[src/rtl/mem_arb_pkg.sv]
// Shared types and constants for the two-requester memory arbiter.
// Requester ids double as bit positions in the per-requester port vectors.
package mem_arb_pkg;

    typedef enum logic [1:0] {
        IDLE  = 2'd0,
        REQ   = 2'd1,
        BURST = 2'd2,
        DONE  = 2'd3
    } state_t;

    localparam int WORDS_PER_LINE = 8;

    localparam logic IC_ID = 1'b0;
    localparam logic DC_ID = 1'b1;

    // Turns a requester id into its bit in a 2-bit per-requester vector.
    function automatic logic [1:0] id_onehot(input logic id);
        return (id == DC_ID) ? 2'b10 : 2'b01;
    endfunction

endpackage

[src/rtl/rr_arb2.sv]
// Two-way round-robin pick: on a tie the requester that did not win last time wins.
module rr_arb2
    import mem_arb_pkg::*;
(
    input  logic [1:0] req,
    input  logic       last_grant,
    output logic       winner
);

    always_comb begin
        winner = IC_ID;
        if (req[IC_ID] && req[DC_ID]) begin
            winner = ~last_grant;
        end else if (req[DC_ID]) begin
            winner = DC_ID;
        end
    end

endmodule

[src/rtl/mem_arbiter.sv]
// Shares one main-memory port between the L1 I-cache and D-cache: line-load bursts
// and single-word stores, one transaction at a time, round-robin on ties.
module mem_arbiter #(
    parameter int WORDS_PER_LINE = mem_arb_pkg::WORDS_PER_LINE,
    parameter int ADDR_W         = 32
) (
    input  logic                  CLK,
    input  logic                  RST,
    input  logic [1:0]            req_valid,
    input  logic [1:0]            req_store,
    input  logic [2*ADDR_W-1:0]   req_addr,
    input  logic [2*ADDR_W-1:0]   req_wdata,
    output logic [1:0]            req_ready,
    output logic [1:0]            rsp_valid,
    output logic [2:0]            rsp_word,
    output logic [ADDR_W-1:0]     rsp_data,
    output logic [1:0]            rsp_done,
    output logic                  mem_valid,
    output logic                  mem_store,
    output logic [ADDR_W-1:0]     mem_addr,
    output logic [ADDR_W-1:0]     mem_wdata,
    input  logic                  mem_ready,
    input  logic                  mem_rvalid,
    input  logic [ADDR_W-1:0]     mem_rdata,
    output logic                  busy,
    output logic                  owner,
    output mem_arb_pkg::state_t   dbg_state
);

    import mem_arb_pkg::*;

    localparam logic [2:0] LAST_WORD = 3'(WORDS_PER_LINE - 1);

    state_t            state;
    logic              last_grant;
    logic              winner;
    logic [2:0]        word_cnt;
    logic [ADDR_W-1:0] sel_addr;
    logic [ADDR_W-1:0] sel_wdata;
    logic              sel_store;

    rr_arb2 u_rr_arb2 (
        .req        (req_valid),
        .last_grant (last_grant),
        .winner     (winner)
    );

    always_comb begin
        sel_addr  = winner ? req_addr[2*ADDR_W-1:ADDR_W]  : req_addr[ADDR_W-1:0];
        sel_wdata = winner ? req_wdata[2*ADDR_W-1:ADDR_W] : req_wdata[ADDR_W-1:0];
        sel_store = req_store[winner];
    end

    assign busy      = (state != IDLE);
    assign dbg_state = state;

    // Handshakes: a request is taken at the IDLE edge where req_valid is high; the
    // winner sees req_ready for exactly the next cycle. mem_valid holds its payload
    // until the edge with mem_ready=1. rsp_valid/rsp_done are single-cycle, owner bit only.
    always_ff @(posedge CLK or posedge RST) begin
        if (RST) begin
            state      <= IDLE;
            last_grant <= DC_ID;
            owner      <= IC_ID;
            word_cnt   <= '0;
            req_ready  <= '0;
            rsp_valid  <= '0;
            rsp_word   <= '0;
            rsp_data   <= '0;
            rsp_done   <= '0;
            mem_valid  <= 1'b0;
            mem_store  <= 1'b0;
            mem_addr   <= '0;
            mem_wdata  <= '0;
        end else begin
            req_ready <= '0;
            rsp_valid <= '0;
            rsp_word  <= '0;
            rsp_data  <= '0;
            rsp_done  <= '0;

            case (state)
                IDLE: begin
                    if (|req_valid) begin
                        req_ready  <= id_onehot(winner);
                        owner      <= winner;
                        last_grant <= winner;
                        word_cnt   <= '0;
                        mem_valid  <= 1'b1;
                        mem_store  <= sel_store;
                        mem_addr   <= sel_store ? sel_addr : {sel_addr[ADDR_W-1:3], 3'b000};
                        mem_wdata  <= sel_store ? sel_wdata : '0;
                        state      <= REQ;
                    end
                end

                REQ: begin
                    if (mem_ready) begin
                        mem_valid <= 1'b0;
                        mem_store <= 1'b0;
                        mem_addr  <= '0;
                        mem_wdata <= '0;
                        if (mem_store) begin
                            rsp_done <= id_onehot(owner);
                            state    <= DONE;
                        end else begin
                            state <= BURST;
                        end
                    end
                end

                BURST: begin
                    if (mem_rvalid) begin
                        rsp_valid <= id_onehot(owner);
                        rsp_word  <= word_cnt;
                        rsp_data  <= mem_rdata;
                        // The last word and the completion pulse land in the same DONE cycle.
                        if (word_cnt == LAST_WORD) begin
                            word_cnt <= '0;
                            rsp_done <= id_onehot(owner);
                            state    <= DONE;
                        end else begin
                            word_cnt <= word_cnt + 3'd1;
                        end
                    end
                end

                DONE: begin
                    state <= IDLE;
                end

                default: begin
                    state <= IDLE;
                end
            endcase
        end
    end

endmodule

[config.mk]
export PLATFORM = sky130hd
export DESIGN_NAME = mem_arbiter
export DESIGN_NICKNAME = d
export VERILOG_FILES = /design/src/rtl/mem_arb_pkg.sv /design/src/rtl/rr_arb2.sv /design/src/rtl/mem_arbiter.sv
export SDC_FILE = /design/constraint.sdc
export NUM_CORES = 1
export LEC_CHECK = 0
export ABC_AREA = 1
export BUFFER_PORTS_ARGS = -buffer_cell sky130_fd_sc_hd__buf_2
export CAP_MARGIN = 20
export CORE_AREA = 2 2 109 111
export CTS_CLUSTER_SIZE = 28
export DETAILED_ROUTE_END_ITERATION = 6
export DIE_AREA = 0 0 111 113
export GPL_ROUTABILITY_DRIVEN = 0
export GPL_TIMING_DRIVEN = 0
export HOLD_SLACK_MARGIN = 0.06
export PLACE_DENSITY = 0.9
export SKIP_CTS_REPAIR_TIMING = 1
export SYNTH_ARGS = -nofsm -noshare
export SYNTH_HDL_FRONTEND = slang
export SYNTH_SLANG_ARGS = --single-unit
[constraint.sdc]
create_clock -name CLK -period 8.9 [get_ports CLK]
set_input_delay 1.78 -clock CLK [delete_from_list [all_inputs] [get_ports CLK]]
set_output_delay 1.78 -clock CLK [all_outputs]
set_load 0.1 [all_outputs]
---- Word-level counts from Yosys, hierarchy flattened ----
Cells that the tools add are included.
cells by class
  equal/unequal tests ..................... 8
  shift operators ......................... 0
  $mul .................................... 0
  div/mod/pow operators ................... 0
  bitwise gates (word level) .............. 1
  add/subtract/negate cells ............... 1
  muxes and demuxes ....................... 43
  order comparisons ....................... 1
  reductions and logical operators ........ 10
operator list
  operator                                                                count
  32-bit 2-to-1 mux                                                       8
  32-bit one-hot mux with 2 select lines                                  2
  2-bit 2-to-1 mux                                                        14
  3-bit 2-to-1 mux                                                        6
  1-bit 2-to-1 mux                                                        8
  2-bit != test (second input constant)                                   4
  2-bit one-hot mux with 4 select lines                                   1
  3-bit one-hot mux with 2 select lines                                   1
  3-bit AND reduction                                                     2
  2-bit nonzero test                                                      3
  2-bit equality test (second input constant)                             2
  1-bit one-hot mux with 2 select lines                                   2
  2-bit one-hot mux with 2 select lines                                   1
  4-bit AND reduction                                                     1
  3-bit by 1-bit adder with 3-bit output (second input constant)          1
  3-bit equality test (second input constant)                             1
  2-bit by 1-bit equality test with 1-bit output (second input constant)  1
  2-bit zero test                                                         1
  1-bit by 2-bit < comparator with 1-bit output (second input constant)   1
  2-bit AND reduction                                                     1
  2-bit OR reduction                                                      1
  1-bit logical AND                                                       1
  1-bit NOT                                                               1
word-level totals
  memory bits (read-only) ................. 0
  output and inout bits ................... 111
  bits in latches ......................... 0
  memories kept ........................... 0
  bits of input ports ..................... 168
  word-level logic and storage cells ...... 77
  RAM bits ................................ 0
  register bits after elaboration ......... 114

---- Logic depth before layout (Yosys ltp) ----
Gate-level depths: netlist of the first run.
  depth in word-level cells ............... 7
  gate-level depth with buffers ........... 9
  mapped depth without buffers ............ 8

---- By module ----
From an unflattened synthesis of the first run, not the netlist that was laid out.
unflattened totals
  cells, all modules ...................... 786
  area, all modules ....................... 5646.7 um^2
modules (own cells, without submodules)
  module       area each (um^2)  sequential area each (um^2)  instances  cells each
  mem_arbiter  5634.2            2854.0                       1          784
  rr_arb2      12.5              0.0                          1          2

---- Least setup slack after synthesis of the first run ----
Ideal clock, no wire load.
  kind .................................... register to output
  start point ............................. register state[0] (netlist: dbg_state[0])
  end point ............................... output port busy
  path buffers ............................ 0
  data arrival time ....................... 1.811 ns
  setup slack ............................. 5.309 ns
  required time ........................... 7.120 ns
  stages on the path, launching flop included .. 4
  cell sequence ........................... dfrtp_1 -> inv_1 -> ha_1 -> inv_2
on the way
  cells in the longest elaborated chain, start to end .. 1
RTL lines
  element                 line                RTL
  from (decl)             mem_arbiter.sv:34   state_t state;
  from (signal assigned)  mem_arbiter.sv:62   state <= IDLE;
  from (signal assigned)  mem_arbiter.sv:93   state <= REQ;
  from (signal assigned)  mem_arbiter.sv:105  state <= DONE;
  2-bit nonzero test      mem_arbiter.sv:54   assign busy = (state != IDLE);
  to (decl)               mem_arbiter.sv:25   output logic busy,
Every way passes these cells.

---- Final worst setup path of the first run ----
Same ends and word-level chain as after synthesis.

==> impl_results.md, run 1 <==
- Outcome: finished clean
- Fin. Hold Viols: 0
- Post-synth top area share: a little over half
- Routed WL per cell: around 14 µm
- Post-synth EDFFs: 0
- Share of layout cells above drive strength 1: between 30% and 40%
- IO buf count: around 280
- Routed Antenna Nets: 0
- Critical path, cell by cell: inv_1 > ha_1 > inv_2 > buf_2
- Avg Cell Area, Syn: 7.731 µm²
- Max-Cap Viols: 0
- Slew @ Worst Pin: 0.7070 ns
- Final Routed Wirelength: roughly 16 mm
- Worst setup path category: reg2out
- Mapped Nets: roughly 840
- Initial core utilization: between 40 and 50%
- Most common library cells after synthesis: nand2_1, dfrtp_1, nor2_1
- Htree depth: 4
- Num Clock Sinks: ~110
- Nets@finish: between 1,000 and 1,500
- TritonCTS buffer count: 17
- Ys flop type: dfrtp_1
- Worst r2r dst: mem_addr[15]
- Worst Path Arrival: about 1.8 ns
- Clock Skew: 0.01454 ns
- Yosys top cell by area: dfrtp_1
- Max-slew headroom: a little over half
- Die height: roughly 110 µm
- CTS tree: yes
- RSZ-0062 raised after global routing: false
- Fraction of registers with async set/reset: between 90% and 100%
- Final worst setup slack: about 5.4 ns
- R2R setup slack: roughly 7.0 ns
- Dpl hpwl: 11.78 mm
- Area contributors post-synth: dfrtp_1, nand2_1, nor2_1, inv_1, or2_2
- Die span in x: between 100 and 150 µm
- Minimum clock period: roughly 3.5 ns
- Vias: between 5,000 and 6,000
- Syn Inst Count: 670
- Critical Path Stages: 4
- First-pass DRT Iterations: 5
- Max Buffers Root-to-Sink: 2
- Fill count: 914
- Die area: between 0.01 and 0.015 mm²
- Critical path destination: busy
- Yosys reg bits: approximately 110
- Peak Freq: ~280 MHz
- Num ports: about 280
- Initial DRC count: about 380
- Synth warn: 0
- Crit path max-delay family: buffers and inverters
- Gr usage total: between 20% and 30%
- Most common cell in the netlist: nand2_1
- Crit path max fanout: 6
- Post-synthesis sequential area ratio: roughly 55%
- First-pass GRT wire length: 25.05 mm
- Final setup TNS: 0 ns
- Clk Latency, worst-skew pair: approximately 0.41 ns
- Count of final max-slew check failures: 0
- Root Driver: clkbuf_16
- Critical path buffers and inverters: 3
- Slowest cell delay on critical path: 0.43 ns
- Worst setup EP type: output port
- CP startpoint: dbg_state[0]
- Largest net degree at the start of global routing: 61
- FP Rows: 39
- Worst path slowest cell: buf_2
- Drt drc: 0
- RR Startpoint: dbg_state[0]
- Critical Path Start Type: flip-flop
- Post-synth cell types: 22
- WP data required: approximately 7.1 ns
- R2R depth: 9
- Final setup vio count: 0
- Vias/cell: roughly 4.7
- Ant. Diodes: 0
- Place WS: just under 6 ns
- Clk slew on worst S/H paths: 0.05 ns
- Core Footprint: ~0.011 mm²
- Initial antenna violation count: 0
- Total congestion overflow: 0
- Hold Path Class: reg2reg
- Synthesis-to-finish area growth: 42.85%
- Tcrit/Tclk final: roughly two fifths
- Cell area after synthesis: between 0.005 and 0.006 mm²
- Vias in the first global route: 5,272
logic make-up (layout without fill, tap and decap cells):
| logic type | count (synthesis) | count (layout) | synth area share, % |
|---|---|---|---|
| AOI/OAI and AO/OA | 10 | 10 | 1.111 |
| adders and majority gates | 5 | 5 | 1.208 |
| buffers and inverters | 80 | 391 | 7.053 |
| DFF | 114 | 114 | 55.10 |
| and+or+nand+nor | 461 | 461 | 35.53 |
cell usage in the layout, fill, tap and decap left out:
cell type | Yosys | routed
o211ai_2 | 1 | 1
clkbuf_1 | 6 | 6
nor3_1 | 2 | 2
or2_0 | 3 | 3
clkinv_4 | 0 | 5
nor2_2 | 1 | 1
buf_16 | 0 | 1
nor2_4 | 1 | 1
nor2_1 | 98 | 98
nand2_1 | 323 | 323
or2_2 | 26 | 26
inv_4 | 0 | 1
clkinvlp_4 | 0 | 2
buf_2 | 13 | 291
dfstp_2 | 1 | 1
inv_1 | 47 | 46
nand3_1 | 5 | 5
nor2_8 | 1 | 1
bufinv_16 | 0 | 3
dfrtp_1 | 113 | 113
nand2_2 | 1 | 1
o21ai_0 | 9 | 9
buf_1 | 3 | 3
inv_6 | 0 | 3
inv_2 | 2 | 2
clkbuf_16 | 0 | 17
buf_6 | 4 | 4
clkbuf_8 | 0 | 1
buf_4 | 5 | 5
clkinv_2 | 0 | 1
ha_1 | 5 | 5
routing by layer:
layer	global-route usage, %	wire, µm
met3	7.338	1360
met4	9.083	372
met1	27.79	5879
met5	0	0
met2	47.12	8029
worst min-delay path: cells and delay by family (launching register included):
family,cells,cell delay (ns)
flip-flops,1,0.33
AND/OR/NAND/NOR,2,0.10
worst min path at each step:
stage                             start       endpoint  slack, ns  cells past startpoint
after floorplan              last_grant     last_grant       0.45                      2
after global placement        mem_valid      mem_valid       0.45                      2
after detailed placement  mem_wdata[24]  mem_wdata[24]       0.46                      2
after CTS                 mem_wdata[24]  mem_wdata[24]       0.47                      2
after global routing      mem_wdata[10]  mem_wdata[10]       0.49                      2
final                     mem_wdata[24]  mem_wdata[24]       0.47                      2
per-stage QoR:
| step | cells | hold WS (ns) | utilization [%] | area (µm²) |
|---|---|---|---|---|
| global placement | 1091 | 0.4530 | 59.88 | 6750 |
| global route | 1124 | 0.4854 | 65.65 | 7400 |
| detailed placement | 1092 | 0.4599 | 60.15 | 6780 |
| floorplan | 670 | 0.4474 | - | 5180 |
| CTS | 1124 | 0.4748 | 65.65 | 7400 |
| finish | 1124 | 0.4710 | 65.65 | 7400 |
registers in the layout (all words and copies together) (netlist names):
| register | flops |
|---|---|
| dbg_state | 2 |
| last_grant | 1 |
| mem_addr | 32 |
| mem_store | 1 |
| mem_valid | 1 |
| mem_wdata | 32 |
| owner | 1 |
| req_ready | 2 |
| rsp_data | 32 |
| rsp_done | 2 |
| rsp_valid | 2 |
| rsp_word | 3 |
| word_cnt | 3 |
cell type report:
cell class                 count  area [µm²]  share of cell area (%)
tap                          143       178.9                   2.418
inverter                      49       186.4                   2.519
multi-input combinational    476        1961                   26.50
clock buffer                  18       439.2                   5.935
timing repair buffer         279        1419                   19.17
clock inverter                14       180.2                   2.435
buffer                        31       181.4                   2.452
sequential                   114        2854                   38.57
Power of run 1 is not shown: default switching activity piles up to over one toggle a cycle in this logic, so the estimate is an artifact.
==> inputs of run 2 (changes only) <==
--- a/config.mk
+++ b/config.mk
@@ -5,17 +5,18 @@
 export SDC_FILE = /design/constraint.sdc
 export NUM_CORES = 1
 export LEC_CHECK = 0
-export ABC_AREA = 1
+export ABC_AREA = 0
 export BUFFER_PORTS_ARGS = -buffer_cell sky130_fd_sc_hd__buf_2
 export CAP_MARGIN = 20
-export CORE_AREA = 2 2 109 111
+export CORE_ASPECT_RATIO = 1.5
+export CORE_MARGIN = 2
+export CORE_UTILIZATION = 40
 export CTS_CLUSTER_SIZE = 28
 export DETAILED_ROUTE_END_ITERATION = 6
-export DIE_AREA = 0 0 111 113
 export GPL_ROUTABILITY_DRIVEN = 0
 export GPL_TIMING_DRIVEN = 0
 export HOLD_SLACK_MARGIN = 0.06
-export PLACE_DENSITY = 0.9
+export PLACE_DENSITY = 0.86
 export SKIP_CTS_REPAIR_TIMING = 1
 export SYNTH_ARGS = -nofsm -noshare
 export SYNTH_HDL_FRONTEND = slang
==> constraint.sdc (replaced) <==
create_clock -name CLK -period 2.95 [get_ports CLK]
set_input_delay 0.59 -clock CLK [delete_from_list [all_inputs] [get_ports CLK]]
set_output_delay 0.59 -clock CLK [all_outputs]
set_load 0.1 [all_outputs]
==> impl_results.md, run 2 <==
- Htree depth: 4 (unchanged)
- Critical Path Start Type: flip-flop
- Vias in the first global route: 4,582 (-13%)
- Slew @ Worst Pin: 0.7626 ns (+0.05565 ns)
- Critical path, cell by cell: inv_1 > ha_1 > buf_6 > inv_2 > buf_2
- Compound-Gate Fraction of Synth Area: 15.01% (+14 points)
- Largest net degree at the start of global routing: 43 (-30%)
- Max-Cap Viols: 0 (unchanged)
- Final setup TNS: 0 ns (unchanged)
- Max-slew headroom: 49.05% (-3.8 points)
- Area contributors post-synth: dfrtp_1, a221o_1, mux2i_1, o2bb2ai_1, and3_1
- XOR/XNOR Fraction of Synth Area: 0% (unchanged)
- Outcome: finished clean
- IO buf count: 277 (-0.36%)
- Final Routed Wirelength: 14.18 mm (-9.3%)
- Fill count: 1,038 (+14%)
- Max Buffers Root-to-Sink: 2 (unchanged)
- Syn Inst Count: 398 (-41%)
- Synth warn: 0 (unchanged)
- Dpl hpwl: 11.02 mm (-6.4%)
- Total congestion overflow: 0 (unchanged)
- Routed WL per cell: 16.47 µm (+18%)
- Final setup vio count: 0 (unchanged)
- Clock Skew: 0.009734 ns (-0.004807 ns)
- FP Rows: 49 (+26%)
- Most frequent cells in the layout: buf_2, dfrtp_1, inv_1, nor3_1
- Critical Path Stages: 5 (+1)
- Routed Antenna Nets: 0 (unchanged)
- Core Footprint: 0.01183 mm² (+5.0%)
- Ys flop type: dfrtp_1
- Worst Path Arrival: 1.73 ns (-0.03 ns)
- Count of final max-slew check failures: 0 (unchanged)
- Post-synth cell types: 33 (+50%)
- Mapped Nets: 571 (-32%)
- Most common library cells after synthesis: dfrtp_1, inv_1, nor3_1
- Synthesis-to-finish area growth: 47.09%
- R2R depth: 7 (-2)
- WP data required: 2.36 ns (-4.76 ns)
- Fin. Hold Viols: 0 (unchanged)
- Root Driver: clkbuf_16
- Fraction of registers with async set/reset: 100.0% (unchanged)
- Util after Layout: 59.79% (-5.9 points)
- Clk slew on worst S/H paths: 0.06 ns (about the same)
- Worst r2r dst: mem_wdata[4]
- Largest regs: mem_addr (32), mem_wdata (32), rsp_data (32)
- Die span in x: 93.53 µm (-16%)
- Vias/cell: 5.059 (+8.4%)
- Yosys reg bits: 114 (unchanged)
- Cell area after synthesis: 0.004810 mm² (-7.1%)
- CTS tree: yes
- Post-synthesis sequential area ratio: 59.34% (+4.2 points)
- Hold Path Class: in2async
- Yosys top cell by area: dfrtp_1
- First-pass GRT wire length: 22.32 mm (-11%)
- Peak Freq: 431.0 MHz
- Critical path buffers and inverters: 4 (+1)
- Minimum clock period: 2.320 ns
- Vias: 4,356 (-17%)
- Combinational family with the most area after synthesis: compound AO/OA/AOI/OAI gates
- Gr usage total: 21.92% (-3.5 points)
- Post-Synth Simple-Gate Area: 10.64% (-25 points)
- Met3 Usage GRT: 6.267% (-1.1 points)
- Worst setup EP type: output port
- Initial antenna violation count: 0 (unchanged)
- Num ports: 279 (unchanged)
- TritonCTS buffer count: 17 (unchanged)
- Share of layout cells above drive strength 1: 46.47% (+9.0 points)
- Most used routing layer: met2
- Nets@finish: 869 (-24%)
- Die height: 138.3 µm (+22%)
- Worst setup path category: reg2out
- Initial core utilization: 40.65% (-5.3 points)
- Most common cell in the netlist: dfrtp_1
- Num Clock Sinks: 114 (unchanged)
- First-pass DRT Iterations: 4 (-1)
- Commonest non-fill, non-tap cell in the layout: buf_2
- Post-synth EDFFs: 0 (unchanged)
- Met2 Use GR: 38.13% (-9.0 points)
- Post-Synth Adder-Cell Area: 1.301% (+0.093 points)
- RSZ-0062 raised after global routing: false
- Crit path max fanout: 9 (+3)
- R2R setup slack: 0.69 ns (-6.30 ns)
- Die area: 0.01294 mm² (+3.1%)
- Crit path max-delay family: buffers and inverters
- Tcrit/Tclk final: between 70% and 80%
- Mux contribution to synthesized area: 7.128% (+7.1 points)
- Avg Cell Area, Syn: 12.08 µm² (+56%)
- Hold WS: 0.3170 ns (-0.1540 ns)
- Slowest cell delay on critical path: 0.43 ns (about the same)
- Met1 GRT Util: 24.97% (-2.8 points)
- Ant. Diodes: 0 (unchanged)
- Initial DRC count: 176 (-53%)
- Drt drc: 0 (unchanged)
- Post-synth top area share: 58.79% (+4.2 points)
- Clk Latency, worst-skew pair: 0.40 ns (about the same)
- RR Startpoint: dbg_state[0]
- Worst path slowest cell: buf_2
## run 2: cell types whose count changed in the layout (fill, tap and decap cells not counted), moves of 30 or more
cell       delta
a221o_1      +35
and3_1       +35
mux2i_1      +32
nand2_1     -318
nor2_1       -92
nor3_1       +34
o2bb2ai_1    +30
## run 2: cells by family (layout without fill, tap and decap cells)
| kind of cell | after synthesis | after routing |
|---|---|---|
| flops | 114 | 114 |
| simple gates | 92 | 92 |
| compound gates | 77 | 77 |
| buf+inv | 76 | 386 |
| mux | 34 | 34 |
| fa+ha+maj | 5 | 5 |
## run 2: worst max-delay path by stage
stage	from	to	slack, ns
global route	dbg_state[0]	busy	0.55
detailed placement	dbg_state[0]	mem_wdata[4]	0.69
floorplan	dbg_state[0]	mem_wdata[10]	0.19
finish	dbg_state[0]	busy	0.63
CTS	dbg_state[0]	busy	0.60
global placement	RST	mem_addr[22]	0.27
## run 2: through the flow
step                      setup WS, ns  instance area (µm²)  cells
after floorplan                 0.1943                 4813    398
after global placement          0.2679                 6391    828
after detailed placement        0.6904                 6431    830
after CTS                       0.6029                 7074    861
after global routing            0.5538                 7074    861
final                           0.6297                 7074    861
## run 2: final cells by class
cell class	instances	area, µm²	share of cell area (%)
sequential	114	2854	40.34
timing repair buffer	279	1426	20.16
clock buffer	20	466.7	6.597
tap	153	191.4	2.706
clock inverter	11	176.4	2.494
inverter	43	165.2	2.335
multi-input combinational	208	1639	23.17
buffer	33	155.1	2.193
## run 2: worst register-to-register path: stages, from the launching register on
cell      delay (ns)
dfrtp_1         0.39
inv_1           0.10
ha_1            0.21
buf_6           0.13
nor3b_1         0.18
or3_4           0.43
clkbuf_1        0.27
a221o_1         0.43
## run 2: per-layer routing
metal  wire length (µm)  vias to the layer above  part of all wire (%)
met3                887                       32                   6.3
met5                  0                        -                     0
li1                   -                     2049                     -
met1               5569                     2094                    39
met2               7316                      181                    52
met4                407                        0                   2.9
Power of run 2 is left out for the same reason.
